`config.mk`:
```
export PLATFORM = sky130hd
export DESIGN_NAME = traffic_phase_decoder
export DESIGN_NICKNAME = d
export VERILOG_FILES = /design/src/rtl/traffic_phase_decoder.sv
export SDC_FILE = /design/constraint.sdc
export NUM_CORES = 1
export LEC_CHECK = 0
export CORE_MARGIN = 2
export CORE_UTILIZATION = 43
export DETAILED_ROUTE_END_ITERATION = 6
export MAX_ROUTING_LAYER = met4
export PLACE_DENSITY = 0.72
export REMOVE_ABC_BUFFERS = 1
export SYNTH_ARGS = -nofsm -noshare
export SYNTH_HDL_FRONTEND = slang
export SYNTH_SLANG_ARGS = --single-unit
```
`constraint.sdc`:
```
create_clock -name clk -period 2.1 [get_ports clk]
set_input_delay 0.21 -clock clk [delete_from_list [all_inputs] [get_ports clk]]
set_output_delay 0.21 -clock clk [all_outputs]
set_load 0.02 [all_outputs]
```
`src/rtl/traffic_phase_decoder.sv`:
```
// traffic_phase_decoder: decodes the sampled cycle count into NS/EW light phases, serves pedestrian requests,
// flags count-sequence breaks. Optional feature macro: PEDESTRIAN_WALK_EN (walk/ped_ack/pending latch).
`default_nettype none

module traffic_phase_decoder #(
  parameter int N        = 6,
  parameter int LAST     = 53,
  parameter int NS_G_END = 23,
  parameter int NS_Y_END = 26,
  parameter int EW_G_END = 50,
  parameter int WALK_END = 46
) (
  input  logic         clk,
  input  logic         rst,
  input  logic [N-1:0] i_count,
  input  logic         i_ped_req,
  output logic [2:0]   o_ns_light,
  output logic [2:0]   o_ew_light,
  output logic         o_walk,
  output logic         o_ped_ack,
  output logic         o_seq_err
);

  localparam logic [N-1:0] c_LAST     = N'(LAST);
  localparam logic [N-1:0] c_NS_G_END = N'(NS_G_END);
  localparam logic [N-1:0] c_NS_Y_END = N'(NS_Y_END);
  localparam logic [N-1:0] c_EW_G_END = N'(EW_G_END);
  localparam logic [N-1:0] c_WALK_CLR = N'(WALK_END + 1);

  localparam logic [2:0] c_RED = 3'b100;
  localparam logic [2:0] c_YEL = 3'b010;
  localparam logic [2:0] c_GRN = 3'b001;

  typedef enum logic [2:0] {
    S_SYNC = 3'd0,
    S_NS_G = 3'd1,
    S_NS_Y = 3'd2,
    S_EW_G = 3'd3,
    S_EW_Y = 3'd4
  } state_t;

  state_t       r_state;
  state_t       w_phase;
  state_t       w_next;
  logic [N-1:0] r_prev;
  logic [N-1:0] w_expect;
  logic         w_seq_ok;
  logic         w_err;
  logic         w_enter_ewg;
  logic [2:0]   r_ns_light;
  logic [2:0]   r_ew_light;
  logic         r_seq_err;

  always_comb begin
    w_expect = (r_prev == c_LAST) ? '0 : r_prev + 1'b1;
    w_seq_ok = (i_count == w_expect) && (i_count <= c_LAST);

    if (i_count <= c_NS_G_END)      w_phase = S_NS_G;
    else if (i_count <= c_NS_Y_END) w_phase = S_NS_Y;
    else if (i_count <= c_EW_G_END) w_phase = S_EW_G;
    else                            w_phase = S_EW_Y;

    w_err  = 1'b0;
    w_next = S_SYNC;
    if (r_state == S_SYNC) begin
      w_next = (i_count == '0) ? S_NS_G : S_SYNC;
    end else if (w_seq_ok) begin
      w_next = w_phase;
    end else begin
      w_err = 1'b1;
    end
    w_enter_ewg = (w_next == S_EW_G) && (r_state != S_EW_G);
  end

`ifdef PEDESTRIAN_WALK_EN
  logic r_ped_pend;
  logic r_walk;
  logic r_ped_ack;
`else
  logic w_unused_ped;
  assign w_unused_ped = i_ped_req ^ w_enter_ewg;
`endif

  always_ff @(posedge clk or posedge rst) begin
    if (rst) begin
      r_state    <= S_SYNC;
      r_prev     <= '0;
      r_ns_light <= c_RED;
      r_ew_light <= c_RED;
      r_seq_err  <= 1'b0;
`ifdef PEDESTRIAN_WALK_EN
      r_ped_pend <= 1'b0;
      r_walk     <= 1'b0;
      r_ped_ack  <= 1'b0;
`endif
    end else begin
      r_state <= w_next;
      r_prev  <= i_count;
      if (w_err) r_seq_err <= 1'b1;

      case (w_next)
        S_NS_G:  begin r_ns_light <= c_GRN; r_ew_light <= c_RED; end
        S_NS_Y:  begin r_ns_light <= c_YEL; r_ew_light <= c_RED; end
        S_EW_G:  begin r_ns_light <= c_RED; r_ew_light <= c_GRN; end
        S_EW_Y:  begin r_ns_light <= c_RED; r_ew_light <= c_YEL; end
        default: begin r_ns_light <= c_RED; r_ew_light <= c_RED; end
      endcase

`ifdef PEDESTRIAN_WALK_EN
      // A request arriving on the entry edge itself is served in this phase.
      r_ped_ack <= 1'b0;
      if (w_enter_ewg && (r_ped_pend || i_ped_req)) begin
        r_ped_pend <= 1'b0;
        r_ped_ack  <= 1'b1;
        r_walk     <= 1'b1;
      end else begin
        r_ped_pend <= r_ped_pend | i_ped_req;
        if (w_err || (i_count == c_WALK_CLR)) r_walk <= 1'b0;
      end
`endif
    end
  end

  assign o_ns_light = r_ns_light;
  assign o_ew_light = r_ew_light;
  assign o_seq_err  = r_seq_err;
`ifdef PEDESTRIAN_WALK_EN
  assign o_walk     = r_walk;
  assign o_ped_ack  = r_ped_ack;
`else
  assign o_walk     = 1'b0;
  assign o_ped_ack  = 1'b0;
`endif

endmodule

`default_nettype wire

```
-- Word level (Yosys, flattened, before mapping)
Index checks and enable logic that the tools add are counted.
- flip-flop bits (word level): 16
- input port bits: 9
- add/subtract/negate cells: 1
- magnitude comparators: 4
- equality and inequality tests: 6
- multiplexer cells: 11
- reductions and logical operators: 3
- operators by type and width (kind ; number):
    3-bit 2-to-1 mux ; 5
    6-bit by 5-bit <= comparator with 1-bit output (second input constant) ; 2
    6-bit <= comparator (second input constant) ; 2
    3-bit one-hot mux with 2 select lines ; 2
    6-bit by 1-bit adder with 6-bit output (second input constant) ; 1
    3-bit by 2-bit == test with 1-bit output (second input constant) ; 2
    6-bit == test ; 1
    6-bit == test (second input constant) ; 1
    6-bit zero test ; 1
    6-bit 2-to-1 mux ; 1
    3-bit by 1-bit == test with 1-bit output (second input constant) ; 1
    3-bit == test (second input constant) ; 1
    3-bit zero test ; 1
    1-bit 2-to-1 mux ; 3
    1-bit logical AND ; 1

-- Logic depth before layout (Yosys ltp)
Gate-level depths: netlist of the first run.
- depth after elaboration: 8
- gate-level depth with buffers: 9

-- Least setup slack after synthesis of the first run
No wires, ideal clock.
- path kind: register to register
- start point: register r_prev[1]
- end point: register r_ns_light[2] (netlist: o_ns_light[2])
- library setup time: 0.075 ns
- arrival: 2.062 ns
- data required time: 2.025 ns
- path slack: -0.037 ns
- cell stages (with the launch flop): 10
- path buffers: 0
- clock period less this slack: 2.137 ns
- cells stage by stage: dfrtp_1 > inv_1 > ha_1 > nand4_1 > or2_4 > or3_1 > a211oi_2 > nand3_2 > o21ai_4 > mux2i_1
- longest elaborated chain between the ends: 8
- elaborated cells between the ends (all ways): 10
- classes of those cells: add/sub: 1; eq/ne: 4; mux: 4; reduce/logical: 1
- ends and longest elaborated chain (element ; line ; source):
    from (decl) ; 45 ; logic [N-1:0] r_prev;
    from (signal assigned) ; 98 ; r_prev <= i_count;
    6-bit by 1-bit adder with 6-bit output / 6-bit == test (equally long branches) ; 55 ; w_expect = (r_prev == c_LAST) ? '0 : r_prev + 1'b1;
    6-bit 2-to-1 mux * ; 55 ;
    6-bit == test * ; 56 ; w_seq_ok = (i_count == w_expect) && (i_count <= c_LAST);
    1-bit logical AND * ; 56 ;
    3-bit 2-to-1 mux * ; 67 ; end else if (w_seq_ok) begin
    3-bit 2-to-1 mux * ; 65 ; if (r_state == S_SYNC) begin
    net w_next[0] ; 44 ; state_t w_next;
    3-bit by 2-bit == test with 1-bit output / 3-bit by 1-bit == test with 1-bit output (equally long branches) ; 101 ; case (w_next)
    3-bit one-hot mux with 2 select lines * ; 101 ;
    to (signal assigned) ; 102 ; S_NS_G: begin r_ns_light <= c_GRN; r_ew_light <= c_RED; end
    to (signal assigned) ; 103 ; S_NS_Y: begin r_ns_light <= c_YEL; r_ew_light <= c_RED; end
    to (signal assigned) ; 104 ; S_EW_G: begin r_ns_light <= c_RED; r_ew_light <= c_GRN; end
    to (decl) ; 50 ; logic [2:0] r_ns_light;
Mark *: on every way through the listed nets, which the timed path passes. The rest lies on a longest branch.
A chain may end at the register's enable or synchronous reset.

-- Worst setup path in the final report of the first run
- start point: register r_prev[1]
- end point: register r_state[0]
- longest elaborated chain between the ends: 6
- elaborated cells between the ends (all ways): 7
- classes of those cells: add/sub: 1; eq/ne: 2; mux: 3; reduce/logical: 1
- ends and longest elaborated chain (element ; line ; source):
    6-bit by 1-bit adder with 6-bit output / 6-bit == test (equally long branches) ; 55 ;
    6-bit 2-to-1 mux * ; 55 ;
    6-bit == test * ; 56 ;
    1-bit logical AND * ; 56 ;
    3-bit 2-to-1 mux * ; 67 ;
    3-bit 2-to-1 mux * ; 65 ;
    net w_next[0] ; 44 ;
    to (signal assigned) ; 97 ; r_state <= w_next;
    to (decl) ; 42 ; state_t r_state;
Marked as above.

==> results of run 1 <==
==> area by class of cell <==
cell class / instances / area, µm²
repair buffers: 30 / 267.8
clock buffers: 3 / 22.52
inverters: 4 / 15.01
flip-flops and latches: 16 / 402.9
well taps: 25 / 31.28
fillers: 153 / 598.1
multi-input cells: 57 / 445.4
==> cell families after synthesis <==
kind of cell               after synthesis
AOI/OAI and AO/OA                       18
xor gates and xnor gates                 6
adders and majority gates                2
buffers and inverters                    6
DFF                                     16
muxes                                    2
other                                    1
and+or+nand+nor                         27
==> registers in the layout, summed over array words and instances, names as in the netlist <==
name,count
o_ns_light,3
o_seq_err,1
o_ew_light,3
r_prev,6
r_state,3
==> power by group through the flow <==
stage	registers (W)	logic (W)	clock network, W
finish	0.000326	0.000138	0.000155
detailed placement	0.000332	0.000128	0
floorplan	0.000341	0.0000595	0
global route	0.000328	0.000149	0.000179
CTS	0.000326	0.000129	0.000162
global placement	0.000332	0.000125	0
==> final timing paths <==
path | startpoint | end | slack (ps) | depth (start not counted)
setup / recovery | r_prev[1]$_DFF_PP0_ | r_state[0]$_DFF_PP0_ | -120 | 10
hold / removal | rst | r_prev[0]$_DFF_PP0_ | 270 | 2
setup reg to reg | r_prev[1]$_DFF_PP0_ | r_state[0]$_DFF_PP0_ | -120 | 10
hold reg to reg | o_seq_err$_DFFE_PP0P_ | o_seq_err$_DFFE_PP0P_ | 460 | 1
max in group asynchronous | rst | o_ns_light[2]$_DFF_PP1_ | 1450 | 2
min in group clk | o_seq_err$_DFFE_PP0P_ | o_seq_err$_DFFE_PP0P_ | 460 | 1
==> stage by stage <==
stage	TNS [ps]	cell area, µm²
4_1_cts	-441.8	1126
3_3_place_gp	-571.5	1096
5_1_grt	-2207	1185
2_1_floorplan	-37.20	827.0
3_5_place_dp	-880.3	1096
6_report	-711.5	1185
==> what timing repair did <==
| item | CTS | global route |
|---|---|---|
| setup buffers | 1 | 2 |
| setup endpoints to repair | 10 | 10 |
| resized for setup | 0 | 9 |
| pin swaps | 4 | 3 |
==> cells in the final DEF (no fill, tap or decap), drive strengths merged, types with 4 or more instances in the layout <==
master / instances
a21oi: 4
and2: 4
buf: 16
clkdlybuf4s50: 14
dfrtp: 14
inv: 4
nand3: 4
nor2: 4
o21ai: 4
xnor2: 4
==> layer usage <==
metal	vias up	global-route usage [%]	share of wire, %
li1	341	-	-
met1	315	20.33	44
met2	9	28.42	52
met3	2	5.185	3.0
met4	0	8.108	0.58
met5	-	-	0
==> worst reg2reg max path: cells and delay by family, from the launching register on <==
| kind | cells | cell delay, ps |
|---|---|---|
| simple gates | 4 | 830 |
| compound gates | 2 | 490 |
| flops | 1 | 390 |
| buf+inv | 3 | 290 |
| fa+ha+maj | 1 | 160 |
==> metrics.log, run 1 <==
INFO  metric grt.total_usage = 17.72%
INFO  metric hold-worst-slack = 267.2 ps
INFO  metric timing_worst_slew_pin_value = 605.0 ps
INFO  metric post-dp-hpwl = 1.313 mm
INFO  metric timing_max_transition_violations_final = 0
INFO  metric timing.clock.skew = 8.646 ps
INFO  metric setup_violations = 10
INFO  metric seq_power_share = 52.6%
INFO  metric synth_top_family_by_area = simple AND/OR/NAND/NOR gates
INFO  metric synthesis.area_per_instance = 10.75 µm²
INFO  metric seq_area_frac_synth = 48.06%
INFO  metric power.switching = 0.0001665 W
INFO  metric pre_cts_ws = -139.2 ps
INFO  metric critical-path-max-stage-delay = 390 ps
INFO  metric criticalPathCategory = flop to flop
INFO  metric violations = setup timing
INFO  metric cts_root_buffer = sky130_fd_sc_hd__clkbuf_4
INFO  metric initialDrtViolationCount = 7
INFO  metric critical_path.top_delay_family = simple AND/OR/NAND/NOR gates
INFO  metric yosysWarnings = 0
INFO  metric die_w = 48.16 µm
INFO  metric numCtsBuffers = 3
INFO  metric route.detailed.drc = 0
INFO  metric die-area = 0.002319 mm²
INFO  metric share_of_yosys_cell_area_claimed_by_the_top_area_cell_type = 41.79%
INFO  metric synth_xor_xnor_area_share = 7.910%
INFO  metric crit_arrival = 2450 ps
INFO  metric layout.nets = 123
INFO  metric overall_power_of_the_completed_layout = 0.0006194 W
INFO  metric post_cts_hold_buffer_count = 0
INFO  metric path_clk_slew = 90 ps
INFO  metric boundaryPins = 18
INFO  metric initial_utilization = 47.02%
INFO  metric grt_antenna_before_repair = 0
INFO  metric critical_path_peak_fanout = 6
INFO  metric combPwrFrac = 22.3%
INFO  metric relative_slew_slack = 59.36%
INFO  metric synth.area.mux_share = 2.388%
INFO  metric synth.cell_area = 838.3 µm²
INFO  metric sw_frac_of_total = 26.88%
INFO  metric clock_power_share = 25.1%
INFO  metric ant_nets = 0
INFO  metric total_leakage_power = 0.5189 nW
INFO  metric post-route-worst-setup-slack = -122.1 ps
INFO  metric synth_top_cells_by_count = sky130_fd_sc_hd__dfrtp_1, sky130_fd_sc_hd__a21oi_1, sky130_fd_sc_hd__inv_1, sky130_fd_sc_hd__nor2_1, sky130_fd_sc_hd__xnor2_1
INFO  metric synth_most_common_cell = sky130_fd_sc_hd__dfrtp_1
INFO  metric clk_latency = 290 ps
INFO  metric fp.dieH = 48.16 µm
INFO  metric worstSetupStartpointType = flop
INFO  metric synth_seq_cells = 16
INFO  metric synthAdderAreaFrac = 2.985%
INFO  metric routed_via_density = 4.941
INFO  metric setup.worst_path.end_class = flop
INFO  metric drive_above_1_share = 29.09%
INFO  metric max_cap_violations = 0
INFO  metric area_growth_syn_to_layout = 41.34%
INFO  metric row_count = 15
INFO  metric htree_num_levels = 1
INFO  metric number_of_different_library_cells_in_the_post_synthesis_netlist = 35
INFO  metric tritoncts_num_sinks = 16
INFO  metric synth_compound_gate_area_share = 15.97%
INFO  metric cts_tree = done
INFO  metric fraction_of_registers_with_async_set_or_reset_after_synthesis = 100.0%
INFO  metric synth-simple-area-share = 18.66%
INFO  metric ir_worst_vdd = 0.4206 mV
INFO  metric path_cells = inv_1, ha_2, nand4_1, or2_4, or3_4, a211oi_4, nand3_4, o21ai_4, buf_4, buf_6
INFO  metric ctsLongestPathBuffers = 2
INFO  metric cp_num_buf_inv = 3
INFO  metric netlist_instances = 78
INFO  metric timing.final.crit_period = 2222 ps
INFO  metric sum_of_overflow_across_all_layers_after_global_routing = 0
INFO  metric drt_pass1_iterations = 3
INFO  metric grt_max_degree = 17
INFO  metric postRouteWirelength = 1.728 mm
INFO  metric vias = 667
INFO  metric required_worst_endpoint = 2330 ps
INFO  metric dp_cells = 129
INFO  metric unrepaired_setup_endpoints_after_global_routing = true
INFO  metric synth.largest_area_cell = sky130_fd_sc_hd__dfrtp_1
INFO  metric synth.area.top_cells = sky130_fd_sc_hd__dfrtp_1, sky130_fd_sc_hd__dfstp_2, sky130_fd_sc_hd__xnor2_1, sky130_fd_sc_hd__ha_1, sky130_fd_sc_hd__xnor3_1
INFO  metric core-area = 0.001783 mm²
INFO  metric ys_dominant_reg_cell = sky130_fd_sc_hd__dfrtp_1
INFO  metric place_congestion = 0.8140
INFO  metric first_pass_grt_wire_length = 2.663 mm
INFO  metric run_status = finished, violations left
INFO  metric vias_in_the_first_global_route = 647
INFO  metric cell_internal_pwr = 0.0004529 W
INFO  metric synth_edf_count = 0
INFO  metric hold_path.class = input pin to async pin
INFO  metric post-route-period-util = 105.8%
INFO  metric timing.critical_path.slowest_stage_cell = sky130_fd_sc_hd__dfrtp_1
INFO  metric finalHoldViolCount = 0
INFO  metric postLayoutCoreUtil = 66.46%
INFO  metric final_std_cells_w_o_fill = 135
INFO  metric wl_per_cell = 12.80 µm
INFO  metric placement.io_buffers = 14
INFO  metric antenna_cells_inserted = 0
INFO  metric fmax = 450.0 MHz
INFO  metric power.density_cell_area = 522.7 mW/mm²
Note: power is estimated with default switching activity, not from simulation.
==> run 2, diff against run 1 <==
Settings changed: PLACE_DENSITY 0.72 to 0.69.
Clock period 2.1 ns to 2.35 ns, I/O delays scaled along.
==> metrics.log, run 2 (synthesized netlist as in run 1, its figures left out) <==
INFO  metric registers.top_by_ff_count = r_prev
INFO  metric rr_startpoint = r_prev[1]$_DFF_PP0_
INFO  metric die-area = 0.002319 mm²
INFO  metric path_clk_slew = 90 ps
INFO  metric clk_latency = 280 ps
INFO  metric grt_max_degree = 17
INFO  metric grt_antenna_before_repair = 0
INFO  metric drive_above_1_share = 22.33%
INFO  metric design_area = 0.001102 mm²
INFO  metric htree_num_levels = 1
INFO  metric cts_root_buffer = sky130_fd_sc_hd__clkbuf_4
INFO  metric cts_tree = done
INFO  metric count_of_filler_cells_inserted_in_the_layout = 154
INFO  metric drt_pass1_iterations = 4
INFO  metric ctsLongestPathBuffers = 2
INFO  metric first_pass_grt_wire_length = 2.311 mm
INFO  metric ant_nets = 0
INFO  metric worst-r2r-cell-count = 9
INFO  metric setup-tns-final = 0 ps
INFO  metric global_route_met3_usage = 5.556%
INFO  metric grt.met1_usage = 20.09%
INFO  metric area_growth_syn_to_layout = 31.49%
INFO  metric grt_most_used_layer = met2
INFO  metric worstSetupStartpointType = flop
INFO  metric reg2reg_to = o_ns_light[2]$_DFF_PP1_
INFO  metric setup.worst_path.end_class = flop
INFO  metric crit_arrival = 2440 ps
INFO  metric setup_violations = 0
INFO  metric finalHoldViolCount = 0
INFO  metric hold_path.class = input pin to async pin
INFO  metric fmax = 448.8 MHz
INFO  metric die_w = 48.16 µm
INFO  metric total_leakage_power = 0.4726 nW
INFO  metric post-dp-hpwl = 1.254 mm
INFO  metric groute.layer.met2.usage = 22.89%
INFO  metric sum_of_overflow_across_all_layers_after_global_routing = 0
INFO  metric path_cells = inv_1, ha_1, nand4_1, or2_4, or3_1, a211oi_2, nand3_2, o21ai_4, mux2i_1
INFO  metric unrepaired_setup_endpoints_after_global_routing = false
INFO  metric wl_per_cell = 12.45 µm
INFO  metric critical-path-max-stage-delay = 390 ps
INFO  metric post_cts_hold_buffer_count = 0
INFO  metric postRouteWirelength = 1.593 mm
INFO  metric relative_slew_slack = 63.33%
INFO  metric antenna_cells_inserted = 0
INFO  metric critical_path_peak_fanout = 6
INFO  metric ir_worst_vdd = 0.3696 mV
INFO  metric vias_in_the_first_global_route = 548
INFO  metric route.detailed.drc = 0
INFO  metric run_status = completed
INFO  metric r2r_setup_slack = 120 ps
INFO  metric critical_path_depth = 9
INFO  metric beginning_of_the_critical_path = r_prev[1]$_DFF_PP0_
INFO  metric initial_utilization = 47.02%
INFO  metric core-area = 0.001783 mm²
INFO  metric power.density_cell_area = 521.0 mW/mm²
INFO  metric setup_crit_end = o_ns_light[2]$_DFF_PP1_
INFO  metric most_frequent_cells_in_the_layout = sky130_fd_sc_hd__clkdlybuf4s50_1, sky130_fd_sc_hd__dfrtp_1, sky130_fd_sc_hd__buf_4
INFO  metric placement.io_buffers = 14
INFO  metric max_cap_violations = 0
INFO  metric place_congestion = 0.7998
INFO  metric row_count = 15
INFO  metric cp_num_buf_inv = 1
INFO  metric numCtsBuffers = 3
INFO  metric required_worst_endpoint = 2560 ps
INFO  metric critical_path.top_delay_family = simple AND/OR/NAND/NOR gates
INFO  metric timing_worst_slew_pin_value = 549.5 ps
INFO  metric boundaryPins = 18
INFO  metric layout.nets = 115
INFO  metric placed_cell_area = 0.001051 mm²
INFO  metric initialDrtViolationCount = 13
INFO  metric criticalPathCategory = flop to flop
INFO  metric vias = 648
INFO  metric postLayoutCoreUtil = 61.82%
INFO  metric tritoncts_num_sinks = 16
INFO  metric fp.dieH = 48.16 µm
INFO  metric timing_max_transition_violations_final = 0
INFO  metric routed_via_density = 5.063
INFO  metric timing.clock.skew = 3.249 ps
INFO  metric largest_reg_flops = 6
INFO  metric post-route-period-util = 94.81%
INFO  metric timing.final.crit_period = 2228 ps
INFO  metric grt.total_usage = 15.34%
INFO  metric timing.critical_path.slowest_stage_cell = sky130_fd_sc_hd__dfrtp_1
[run 2: changes by cell type in the layout (fill, tap and decap cells not counted), sizes merged]
cell	change
buf	-8
clkbuf	+1
[run 2: timing repair]
action | CTS | global route
setup endpoints to repair | 0 | 6
buffers inserted | 0 | 1
resized for setup | 0 | 2
[run 2: worst min-delay path by stage]
| stage | start | end | slack, ps | cells after the start |
|---|---|---|---|---|
| final | rst | o_ns_light[0]$_DFF_PP0_ | 290 | 2 |
| after global routing | rst | o_ew_light[0]$_DFF_PP0_ | 360 | 2 |
| after CTS | rst | o_ew_light[0]$_DFF_PP0_ | 320 | 2 |
| after detailed placement | o_seq_err$_DFFE_PP0P_ | o_seq_err$_DFFE_PP0P_ | 450 | 1 |
| after global placement | o_seq_err$_DFFE_PP0P_ | o_seq_err$_DFFE_PP0P_ | 450 | 1 |
| after floorplan | rst | o_ew_light[0]$_DFF_PP0_ | 150 | 1 |
[run 2: per-stage QoR]
stage          hold slack (ps)  setup slack (ps)  std cells   power, W
5_1_grt                  356.5             14.24        128  0.0005999
4_1_cts                  317.9             48.67        127  0.0005783
3_5_place_dp             450.1             68.39        123  0.0004060
2_1_floorplan            147.3             212.8         77  0.0003579
3_3_place_gp             445.9             90.36        123  0.0004033
6_report                 294.6             122.0        128  0.0005743
[run 2: layout make-up]
class                      instances  area, µm²  share of cell area [%]
multi-input combinational         57      416.7                   37.80
sequential                        16      402.9                   36.55
timing repair buffer              22      200.2                   18.16
clock buffer                       4      36.28                   3.292
tap                               25      31.28                   2.838
inverter                           4      15.01                   1.362
[run 2: where the power goes]
part           switching [W]  total, W  internal, W
combinational      0.0000557  0.000108    0.0000526
clock              0.0000784  0.000173    0.0000942
sequential        0.00000806  0.000293     0.000285
total               0.000142  0.000574     0.000432
[run 2: layer usage]
layer  part of all wire (%)  vias to the layer above
met4                      0                        0
met5                      0                        -
met1                     46                      299
met2                     46                       24
met3                    7.5                        0
li1                       -                      325
[run 2: worst register-to-register path, delay by kind of cell, from the launching register on]
kind,cells,cell delay [ps]
compound gates,2,500
mux,1,200
fa+ha+maj,1,160
buf+inv,1,50
flops,1,390
simple gates,4,850
